### config.mk
export PLATFORM = sky130hd
export DESIGN_NAME = mem_access_ctrl_flat
export DESIGN_NICKNAME = d
export VERILOG_FILES = /design/src/rtl/mem_access_ctrl_if.sv /design/src/rtl/mem_access_ctrl.sv /design/src/flat_wrapper.sv
export SDC_FILE = /design/constraint.sdc
export NUM_CORES = 1
export LEC_CHECK = 0
export CORE_MARGIN = 3
export CORE_UTILIZATION = 25
export DETAILED_ROUTE_END_ITERATION = 10
export PLACE_DENSITY = 0.58
export SLEW_MARGIN = 20
export SYNTH_ARGS = -nofsm -noshare
export SYNTH_HDL_FRONTEND = slang
export SYNTH_SLANG_ARGS = --single-unit
### constraint.sdc
create_clock -name clock -period 2 [get_ports clock]
set_clock_uncertainty 0.05 [all_clocks]
set_input_delay 0.6 -clock clock [delete_from_list [all_inputs] [get_ports clock]]
set_output_delay 0.6 -clock clock [all_outputs]
set_load 0.02 [all_outputs]
### src/rtl/mem_access_ctrl_if.sv
// Request/response and RAM-side bus of the memory access sequencer.
// slave is the sequencer's view; master is the control-unit/RAM environment view.
interface mem_access_ctrl_if #(
   parameter int DATA_WIDTH = 32,
   parameter int ADDR_WIDTH = 32
);
   logic                  req_valid;
   logic                  req_ready;
   logic                  req_write;
   logic [ADDR_WIDTH-1:0] req_addr;
   logic [DATA_WIDTH-1:0] req_wdata;
   logic                  resp_valid;
   logic                  resp_ready;
   logic [DATA_WIDTH-1:0] resp_rdata;
   logic                  resp_err;
   logic                  ram_read;
   logic                  ram_write;
   logic [ADDR_WIDTH-1:0] ram_addr;
   logic [DATA_WIDTH-1:0] ram_wdata;
   logic [DATA_WIDTH-1:0] ram_rdata;

   modport slave (
      input  req_valid, req_write, req_addr, req_wdata, resp_ready, ram_rdata,
      output req_ready, resp_valid, resp_rdata, resp_err,
      output ram_read, ram_write, ram_addr, ram_wdata
   );

   modport master (
      output req_valid, req_write, req_addr, req_wdata, resp_ready, ram_rdata,
      input  req_ready, resp_valid, resp_rdata, resp_err,
      input  ram_read, ram_write, ram_addr, ram_wdata
   );
endinterface

### src/rtl/mem_access_ctrl.sv
// MAR/MDR sequencer in front of the main-memory RAM: one load/store at a time, fixed strobe length.
// Optional macro MEM_BOUNDS_CHECK_EN answers out-of-range addresses with resp_err instead of a RAM access.
module mem_access_ctrl #(
   parameter int DATA_WIDTH  = 32,
   parameter int ADDR_WIDTH  = 32,
   parameter int MEM_DEPTH   = 512,
   parameter int WAIT_CYCLES = 2
) (
   input  logic                     clock,
   input  logic                     reset_n,
   mem_access_ctrl_if.slave         bus,
   output logic                     busy
);
   localparam int CW = (WAIT_CYCLES > 1) ? $clog2(WAIT_CYCLES) : 1;

   typedef enum logic [1:0] {
      IDLE    = 2'd0,
      ACCESS  = 2'd1,
      CAPTURE = 2'd2,
      RESP    = 2'd3
   } state_t;

   state_t                state_r;
   state_t                state_next_s;
   logic [CW-1:0]         count_r;
   logic [ADDR_WIDTH-1:0] mar_r;
   logic [DATA_WIDTH-1:0] mdr_r;
   logic                  op_write_r;
   logic                  err_r;
   logic                  oob_s;

`ifdef MEM_BOUNDS_CHECK_EN
   assign oob_s = (bus.req_addr >= ADDR_WIDTH'(MEM_DEPTH));
`else
   assign oob_s = 1'b0;
`endif

   // State register
   always_ff @(posedge clock) begin
      if (!reset_n) begin
         state_r <= IDLE;
      end else begin
         state_r <= state_next_s;
      end
   end

   // Next-state logic
   always_comb begin
      state_next_s = state_r;
      case (state_r)
         IDLE: begin
            if (bus.req_valid) begin
               state_next_s = oob_s ? RESP : ACCESS;
            end else begin
               state_next_s = IDLE;
            end
         end
         ACCESS: begin
            if (count_r == CW'(0)) begin
               state_next_s = CAPTURE;
            end else begin
               state_next_s = ACCESS;
            end
         end
         CAPTURE: state_next_s = RESP;
         RESP: begin
            if (bus.resp_ready) begin
               state_next_s = IDLE;
            end else begin
               state_next_s = RESP;
            end
         end
         default: state_next_s = IDLE;
      endcase
   end

   // MAR/MDR, operation, wait counter and error flag
   always_ff @(posedge clock) begin
      if (!reset_n) begin
         count_r    <= CW'(0);
         mar_r      <= {ADDR_WIDTH{1'b0}};
         mdr_r      <= {DATA_WIDTH{1'b0}};
         op_write_r <= 1'b0;
         err_r      <= 1'b0;
      end else begin
         case (state_r)
            IDLE: begin
               if (bus.req_valid) begin
                  mar_r      <= bus.req_addr;
                  op_write_r <= bus.req_write;
                  count_r    <= CW'(WAIT_CYCLES - 1);
                  // Rejected requests carry no data into the response.
                  mdr_r      <= oob_s ? {DATA_WIDTH{1'b0}} : bus.req_wdata;
                  err_r      <= oob_s;
               end
            end
            ACCESS: begin
               if (count_r != CW'(0)) begin
                  count_r <= count_r - CW'(1);
               end
            end
            CAPTURE: begin
               mdr_r <= op_write_r ? {DATA_WIDTH{1'b0}} : bus.ram_rdata;
            end
            RESP: begin
               if (bus.resp_ready) begin
                  err_r <= 1'b0;
               end
            end
            default: begin
               count_r <= CW'(0);
            end
         endcase
      end
   end

   // Output decode from the registered state
   always_comb begin
      bus.req_ready  = 1'b0;
      bus.resp_valid = 1'b0;
      bus.resp_rdata = {DATA_WIDTH{1'b0}};
      bus.resp_err   = 1'b0;
      bus.ram_read   = 1'b0;
      bus.ram_write  = 1'b0;
      bus.ram_addr   = {ADDR_WIDTH{1'b0}};
      bus.ram_wdata  = {DATA_WIDTH{1'b0}};
      busy           = 1'b1;
      case (state_r)
         IDLE: begin
            bus.req_ready = 1'b1;
            busy          = 1'b0;
         end
         ACCESS: begin
            bus.ram_read  = ~op_write_r;
            bus.ram_write = op_write_r;
            bus.ram_addr  = mar_r;
            bus.ram_wdata = mdr_r;
         end
         CAPTURE: busy = 1'b1;
         RESP: begin
            bus.resp_valid = 1'b1;
            bus.resp_rdata = mdr_r;
            bus.resp_err   = err_r;
         end
         default: busy = 1'b1;
      endcase
   end
endmodule

### src/flat_wrapper.sv
// flat-port wrapper written by rule: the top's interface ports become plain ports
module mem_access_ctrl_flat 
#(
   parameter int DATA_WIDTH  = 32,
   parameter int ADDR_WIDTH  = 32,
   parameter int MEM_DEPTH   = 512,
   parameter int WAIT_CYCLES = 2
)
  (clock, reset_n, busy, bus_req_valid, bus_req_write, bus_req_addr, bus_req_wdata, bus_resp_ready, bus_ram_rdata, bus_req_ready, bus_resp_valid, bus_resp_rdata, bus_resp_err, bus_ram_read, bus_ram_write, bus_ram_addr, bus_ram_wdata);
  mem_access_ctrl_if #(.DATA_WIDTH(DATA_WIDTH), .ADDR_WIDTH(ADDR_WIDTH)) bus_i ();
  input  logic clock;
  input  logic reset_n;
  output logic busy;
  input wire logic [$bits(bus_i.req_valid)-1:0] bus_req_valid;
  input wire logic [$bits(bus_i.req_write)-1:0] bus_req_write;
  input wire logic [$bits(bus_i.req_addr)-1:0] bus_req_addr;
  input wire logic [$bits(bus_i.req_wdata)-1:0] bus_req_wdata;
  input wire logic [$bits(bus_i.resp_ready)-1:0] bus_resp_ready;
  input wire logic [$bits(bus_i.ram_rdata)-1:0] bus_ram_rdata;
  output wire logic [$bits(bus_i.req_ready)-1:0] bus_req_ready;
  output wire logic [$bits(bus_i.resp_valid)-1:0] bus_resp_valid;
  output wire logic [$bits(bus_i.resp_rdata)-1:0] bus_resp_rdata;
  output wire logic [$bits(bus_i.resp_err)-1:0] bus_resp_err;
  output wire logic [$bits(bus_i.ram_read)-1:0] bus_ram_read;
  output wire logic [$bits(bus_i.ram_write)-1:0] bus_ram_write;
  output wire logic [$bits(bus_i.ram_addr)-1:0] bus_ram_addr;
  output wire logic [$bits(bus_i.ram_wdata)-1:0] bus_ram_wdata;
  assign bus_i.req_valid = bus_req_valid;
  assign bus_i.req_write = bus_req_write;
  assign bus_i.req_addr = bus_req_addr;
  assign bus_i.req_wdata = bus_req_wdata;
  assign bus_i.resp_ready = bus_resp_ready;
  assign bus_i.ram_rdata = bus_ram_rdata;
  assign bus_req_ready = bus_i.req_ready;
  assign bus_resp_valid = bus_i.resp_valid;
  assign bus_resp_rdata = bus_i.resp_rdata;
  assign bus_resp_err = bus_i.resp_err;
  assign bus_ram_read = bus_i.ram_read;
  assign bus_ram_write = bus_i.ram_write;
  assign bus_ram_addr = bus_i.ram_addr;
  assign bus_ram_wdata = bus_i.ram_wdata;
  mem_access_ctrl #(.DATA_WIDTH(DATA_WIDTH), .ADDR_WIDTH(ADDR_WIDTH), .MEM_DEPTH(MEM_DEPTH), .WAIT_CYCLES(WAIT_CYCLES)) u_core (.clock(clock), .reset_n(reset_n), .bus(bus_i), .busy(busy));
endmodule
======== Yosys cells after proc, flatten, opt, wreduce, memory -nomap -nowiden ========
Index checks and enable logic that the tools add are counted.
storage, ports and cells
  register bits ........................... 69
  input port bits ......................... 101
  output and inout port bits .............. 102
  word-level logic and storage cells ...... 43
operators by class
  add/subtract/negate cells ............... 1
  eq/ne operators ......................... 5
  multiplexer cells ....................... 22
  bitwise gates (word level) .............. 1
  reductions and logical operators ........ 8
operators by type and width
  kind                                                 count
  2-to-1 mux 32 bit                                    5
  one-hot mux 32 bit (2 select lines)                  1
  2-to-1 mux 1 bit                                     11
  one-hot mux 2 bit (4 select lines)                   1
  AND reduction 2 bit                                  3
  nonzero test 2 bit                                   3
  equality test 2 bit, second input constant           2
  2-to-1 mux 2 bit                                     2
  != test 2 bit, second input constant                 2
  one-hot mux 1 bit (2 select lines)                   2
  AND reduction 3 bit                                  1
  equality test 2 x 1 -> 1 bit, second input constant  1
  zero test 2 bit                                      1
  inverter 1 bit                                       1
  subtractor 1 bit, second input constant              1

======== Depth between registers and ports, before layout ========
Gate-level depths: netlist (run 1).
  depth in word-level cells ............... 3
  depth in mapped cells ................... 6
  gate-level depth less buffers ........... 3

======== Worst setup path before layout (run 1) ========
Ideal clock, no wire load.
  kind .................................... register to output
  start point ............................. register u_core.state_r[0]
  end point ............................... output bus_ram_addr[10]
  arrival ................................. 1.174 ns
  required time ........................... 1.350 ns
  slack ................................... 0.176 ns
  stages on the path, launching flop included .. 5
  path buffers ............................ 2
  path through ............................ dfxtp_1 and2b_1 clkbuf_2 clkbuf_1 and2_1
between the ends
  cells in the longest elaborated chain, start to end .. 2
RTL lines
  item                          line                    source
  start: declaration            mem_access_ctrl.sv:23   state_t state_r;
  start signal: assignment      mem_access_ctrl.sv:43   state_r <= state_next_s;
  equality test 2 x 1 -> 1 bit  mem_access_ctrl.sv:128  case (state_r)
  2-to-1 mux 32 bit             mem_access_ctrl.sv:128
  end: declaration              flat_wrapper.sv:26      output wire logic [$bits(bus_i.ram_addr)-1:0] bus_ram_addr;
Every way passes these cells.

======== Worst setup path after layout (run 1) ========
  start point ............................. register u_core.state_r[1]
  end point ............................... output bus_resp_rdata[9]
between the ends
  cells in the longest elaborated chain, start to end .. 2
RTL lines
  item                 line                    source
  equality test 2 bit  mem_access_ctrl.sv:128
  2-to-1 mux 32 bit    mem_access_ctrl.sv:128
  end: declaration     flat_wrapper.sv:22      output wire logic [$bits(bus_i.resp_rdata)-1:0] bus_resp_rdata;
Every way passes these cells.

==> results of run 1 <==
## final timing paths
path                            depth (start not counted)  slack [ns]                end
worst max register to register                          6        0.47   u_core.mdr_r[27]
worst min-delay path                                    2        0.40   u_core.mar_r[18]
worst min register to register                          2        0.40   u_core.mar_r[18]
worst max-delay path                                    4       -0.07  bus_resp_rdata[9]
## timing repair
action / in CTS / in global routing
endpoints found under the setup margin: 100 / 101
resized for setup: 393 / 61
pin swaps: 1 / 1
## cells by family after synthesis
group / count (synthesis) / synth area share [%]
AND/OR/NAND/NOR: 208 / 30.3
AO/OA/AOI/OAI: 102 / 24.0
flip-flops: 68 / 38.8
buffers and inverters: 46 / 6.52
multiplexers: 1 / 0.285
other: 1 / 0.107
## state kept, by name, summed over array words and instances (netlist names)
| register | flops |
|---|---|
| u_core.mar_r | 32 |
| u_core.mdr_r | 32 |
| u_core.state_r | 2 |
| u_core.count_r | 1 |
| u_core.op_write_r | 1 |
## synth_stat cells (2+ instances only)
library cell,number
o21a_1,3
clkbuf_1,22
buf_6,4
nor2_1,4
nand2b_1,2
nand2_1,98
o2bb2ai_1,32
and2_1,66
and3_1,32
a21boi_1,30
dfxtp_1,68
a2bb2oi_1,32
buf_2,17
nor2b_1,2
a21boi_0,4
## cells in the final DEF, fill, tap and decap left out
cell type	n
clkbuf_8	3
a21oi_1	1
or2_2	1
buf_12	9
nor2b_1	1
nor3b_4	1
clkdlybuf4s15_1	3
o21a_1	3
a2bb2oi_1	32
o2bb2ai_1	32
and3_1	32
nand2b_1	2
dfxtp_1	67
dlygate4sd2_1	1
or3b_1	1
inv_1	1
nor2_1	4
nand2_1	98
clkinv_2	1
buf_4	38
nor2b_2	1
clkdlybuf4s15_2	20
a21boi_1	30
buf_2	27
buf_6	25
clkdlybuf4s50_1	100
clkbuf_1	3
conb_1	1
clkbuf_16	9
dfxtp_2	1
a21boi_0	4
and2_1	57
and2b_2	1
mux2i_1	1
and2_4	9
## worst reg2reg max path, delay by kind of cell (launching register included)
| family | cells | cell delay [ns] |
|---|---|---|
| DFF | 1 | 0.34 |
| buffers and inverters | 3 | 0.64 |
| and+or+nand+nor | 1 | 0.11 |
| AOI/OAI and AO/OA | 2 | 0.32 |
## per-layer routing
layer | global-route usage, % | share of wire, % | vias to the layer above | wire length (um)
li1 | - | - | 1825 | -
met3 | 4.25 | 5.2 | 15 | 659
met4 | 5.87 | 1.5 | 0 | 193
met5 | 0 | 0 | - | 0
met1 | 19.4 | 43 | 1707 | 5540
met2 | 27.5 | 50 | 100 | 6360
## area by class of cell
type | instances | area, um2 | area share, %
multi-input cells | 312 | 1950 | 32.6
clock buffers | 15 | 278 | 4.66
repair buffers | 223 | 2150 | 36.0
inverters | 1 | 3.75 | 0.0630
well taps | 176 | 220 | 3.69
flip-flops and latches | 68 | 1360 | 22.9
clock inverters | 1 | 5.00 | 0.0839
## power breakdown
part	switching (mW)	internal [mW]
clock network	0.556	0.940
registers	0.0878	1.50
logic	0.564	0.598
total	1.21	3.04
==> impl_metrics.tcl, run 1 <==
set metrics [dict create \
    hp-class "flip-flop to flip-flop" \
    drt_iter0_drc 129 \
    drtPass1Iterations 4 \
    areaGrowthSynthToFinish_pct 69.9 \
    via_count 3647 \
    cp_slowest_cell "dfxtp_2" \
    power.total_mw 4.24 \
    fin_cells 796 \
    synth.net_count 527 \
    yosysTopAreaCell "dfxtp_1" \
    critPathTopFamily "buffers and inverters" \
    start_util_pct 26.0 \
    die_w_um 124 \
    criticalPathCategory "flip-flop to output port" \
    htree_levels 3 \
    post-route-drc-count 0 \
    crit_start "u_core.state_r[1]" \
    syn_area_um2 3510 \
    first_global_vias 3655 \
    synthCells 426 \
    nNetsFinal 716 \
    drt-vias-per-instance 4.58 \
    synthTopCellsByArea "dfxtp_1 (39%), and2_1 (12%), nand2_1 (10%)" \
    p_per_area_nw_per_um2 712 \
    grt_overflow_total 0 \
    fp.dieH_um 124 \
    drt-total-wl_um 12700 \
    final_area_um2 5960 \
    avgSynthCellArea_um2 8.24 \
    cts_tree "yes" \
    tns_ns -4.14 \
    status "finished with violations" \
    hold_ws_ns 0.396 \
    crit_arrival_ns 1.42 \
    p_leak_nw 2.64 \
    r2r-start "u_core.state_r[1]" \
    grt_max_degree 35 \
    cts_hold_buf 0 \
    antenna_found_initial 0 \
    cts_setup_buffers 0 \
    worst-path-buf-inv 3 \
    place.gp.congestion 0.785 \
    max_stage_delay_ns 0.34 \
    synth_ff_type "dfxtp_1" \
    setup-violations-final 87 \
    preCtsSetupSlack_ns -0.180 \
    drive_above_1_share_pct 23.5 \
    numCtsBuffers 9 \
    synth_warnings 0 \
    insertion_delay_ns 0.33 \
    rsz0062_at_grt "true" \
    postLayoutCoreUtil_pct 44.1 \
    fp.dieArea_um2 15500 \
    placedCellCount 780 \
    synth.distinct_cells 25 \
    io_buffers 201 \
    maxCapViolations 0 \
    critPathRequiredTime_ns 1.35 \
    drtAntennaViolNets 0 \
    startpoint_type "flip-flop" \
    synthArstFlopShare_pct 0 \
    cts_buffer_depth 2 \
    num_rows 42 \
    violations "negative setup slack" \
    fin_ws_ns -0.0739 \
    design.core.area_um2 13500 \
    post_dp_cell_area_um2 5800 \
    cts.sinks 68 \
    peakVddDrop_v 0.000413 \
    fin_crit_sh_pct 104 \
    nFillCells 1370 \
    endpoint_kind "output port" \
    maxSlewViolCount 0 \
    synthDominantCellAreaShare_pct 38.8 \
    clk_pin_slew_ns 0.05 \
    worstPathCellList "buf_4 > buf_12 > and3_1 > clkdlybuf4s15_2" \
    post-route-min-period_ns 2.07 \
    grt_pass1_wl_um 20300 \
    max_freq_ghz 0.482 \
    root_buffer "clkbuf_16" \
    ys_ff_latch 68 \
    hpwl_um 9220 \
    post_drt_wl_per_cell_um 16.0 \
    ioPinCount 203 \
    synth-edff-count 0 \
    ys_seq_area_share_pct 38.8 \
    track_usage_pct 16.1 \
    hold_viol 0 \
    cp_max_fo 22 \
    antenna_cells 0 \
    hold_path_startpoint "u_core.mar_r[18]" \
]
No activity file was read; power rests on OpenSTA's default activity.
==> run 2: changes to the inputs <==
--- a/config.mk
+++ b/config.mk
@@ -5,7 +5,7 @@
 export SDC_FILE = /design/constraint.sdc
 export NUM_CORES = 1
 export LEC_CHECK = 0
-export CORE_MARGIN = 3
+export CORE_MARGIN = 4
 export CORE_UTILIZATION = 25
 export DETAILED_ROUTE_END_ITERATION = 10
 export PLACE_DENSITY = 0.58
==> impl_metrics.tcl, run 2 (synthesized netlist as in run 1, its figures left out) <==
set metrics [dict create \
    grt_util_met3_pct 3.92 \
    cts_buffer_depth 2 \
    place.gp.congestion 0.757 \
    layout_common_cells "clkdlybuf4s50_1 (100), nand2_1 (98), buf_6 (70)" \
    nFillCells 1330 \
    htree_levels 3 \
    preCtsSetupSlack_ns -0.248 \
    criticalPathCategory "flip-flop to output port" \
    io_buffers 201 \
    num_rows 43 \
    drtAntennaViolNets 0 \
    multi_input_area_um2 2030 \
    register_area_um2 1360 \
    violations "negative setup slack" \
    insertion_delay_ns 0.32 \
    via_count 3694 \
    max_freq_ghz 0.470 \
    p_leak_nw 2.79 \
    fin_cells 811 \
    die_w_um 126 \
    critPathRequiredTime_ns 1.35 \
    hold_viol 0 \
    antenna_cells 0 \
    use_met2_pct 27.1 \
    p_per_area_nw_per_um2 708 \
    endpoint_kind "output port" \
    antenna_found_initial 0 \
    track_usage_pct 16.0 \
    numCtsBuffers 9 \
    fin_ws_ns -0.128 \
    grt_use_met1_pct 20.2 \
    power.total_mw 4.57 \
    grt_overflow_total 0 \
    rsz0062_at_grt "true" \
    grt_max_degree 34 \
    maxSlewViolCount 0 \
    first_global_vias 3947 \
    areaGrowthSynthToFinish_pct 83.8 \
    hold_ws_ns 0.402 \
    cp_max_fo 8 \
    drt-vias-per-instance 4.55 \
    postLayoutCoreUtil_pct 46.6 \
    reg.largest.list "u_core.mar_r x32, u_core.mdr_r x32, u_core.state_r x2" \
    post-route-drc-count 0 \
    post_drt_wl_per_cell_um 16.0 \
    drtPass1Iterations 4 \
    post-route-min-period_ns 2.13 \
    cts.sinks 68 \
    r2r_setup_slack_ns 0.28 \
    cts_tree "yes" \
    startpoint_type "flip-flop" \
    ioPinCount 203 \
    crit_arrival_ns 1.48 \
    hpwl_um 9190 \
    drive_above_1_share_pct 31.4 \
    fin_crit_sh_pct 106 \
    design.core.area_um2 13800 \
    root_buffer "clkbuf_16" \
    placedCellCount 791 \
    fp.dieArea_um2 16000 \
    status "finished with violations" \
    grt_busiest_layer "met2" \
    fp.dieH_um 126 \
    drt_iter0_drc 218 \
    drt-total-wl_um 13000 \
    grt_pass1_wl_um 20700 \
    setup-violations-final 92 \
    clk_pin_slew_ns 0.05 \
    peakVddDrop_v 0.000347 \
    nNetsFinal 728 \
    hp-class "flip-flop to flip-flop" \
    final_common_cell "clkdlybuf4s50_1" \
    maxCapViolations 0 \
    start_util_pct 25.4 \
]
run 2: cell types whose count changed in the layout (fill, tap and decap cells not counted), sizes merged, moves of 2 or more:
cell | previous run | this run
buf | 99 | 107
bufinv | 0 | 2
clkbuf | 15 | 11
clkdlybuf4s15 | 23 | 27
run 2: power by group:
| part | switching [mW] | internal (mW) |
|---|---|---|
| logic | 0.608 | 0.715 |
| clock network | 0.574 | 1.08 |
| registers | 0.0930 | 1.50 |
run 2: layout make-up:
class,count,area share (%)
clock buffer,10,3.55
clock inverter,5,1.20
inverter,1,0.0582
multi-input combinational,312,31.5
sequential,68,21.1
tap,180,3.49
timing repair buffer,235,39.0
run 2: routing by layer:
layer / wire length, um / part of all wire [%] / vias to the layer above
li1: - / - / 1852
met1: 5670 / 44 / 1721
met2: 6390 / 49 / 107
met3: 697 / 5.4 / 14
met4: 215 / 1.7 / 0
met5: 0 / 0 / -
run 2: metrics by stage:
step	cell area (um2)	TNS (ns)
6_report	6450	-5.84
5_1_grt	6450	-12.43
4_1_cts	6400	-8.45
3_5_place_dp	5840	-18.98
2_1_floorplan	3510	0
3_3_place_gp	5840	-17.97
run 2: timing repair:
| action | 4_1_cts | 5_1_grt |
|---|---|---|
| cloned | 3 | 0 |
| pin swaps | 14 | 4 |
| setup endpoints to repair | 101 | 98 |
| hold buffers | 0 | 0 |
| hold endpoints to repair | 0 | 0 |
| buffers inserted | 4 | 1 |
| gates resized for setup | 531 | 39 |
run 2: critical path, stage by stage (launching register included):
cell	delay, ns
dfxtp_2	0.33
and2b_4	0.31
buf_12	0.14
buf_16	0.12
and2_4	0.15
buf_6	0.11
run 2: final timing paths:
path,cells past startpoint,from,end
setup reg to reg,7,u_core.state_r[1],u_core.mar_r[31]
hold reg to reg,2,u_core.mar_r[9],u_core.mar_r[9]
hold / removal,2,u_core.mar_r[9],u_core.mar_r[9]
setup / recovery,5,u_core.state_r[1],bus_ram_addr[19]
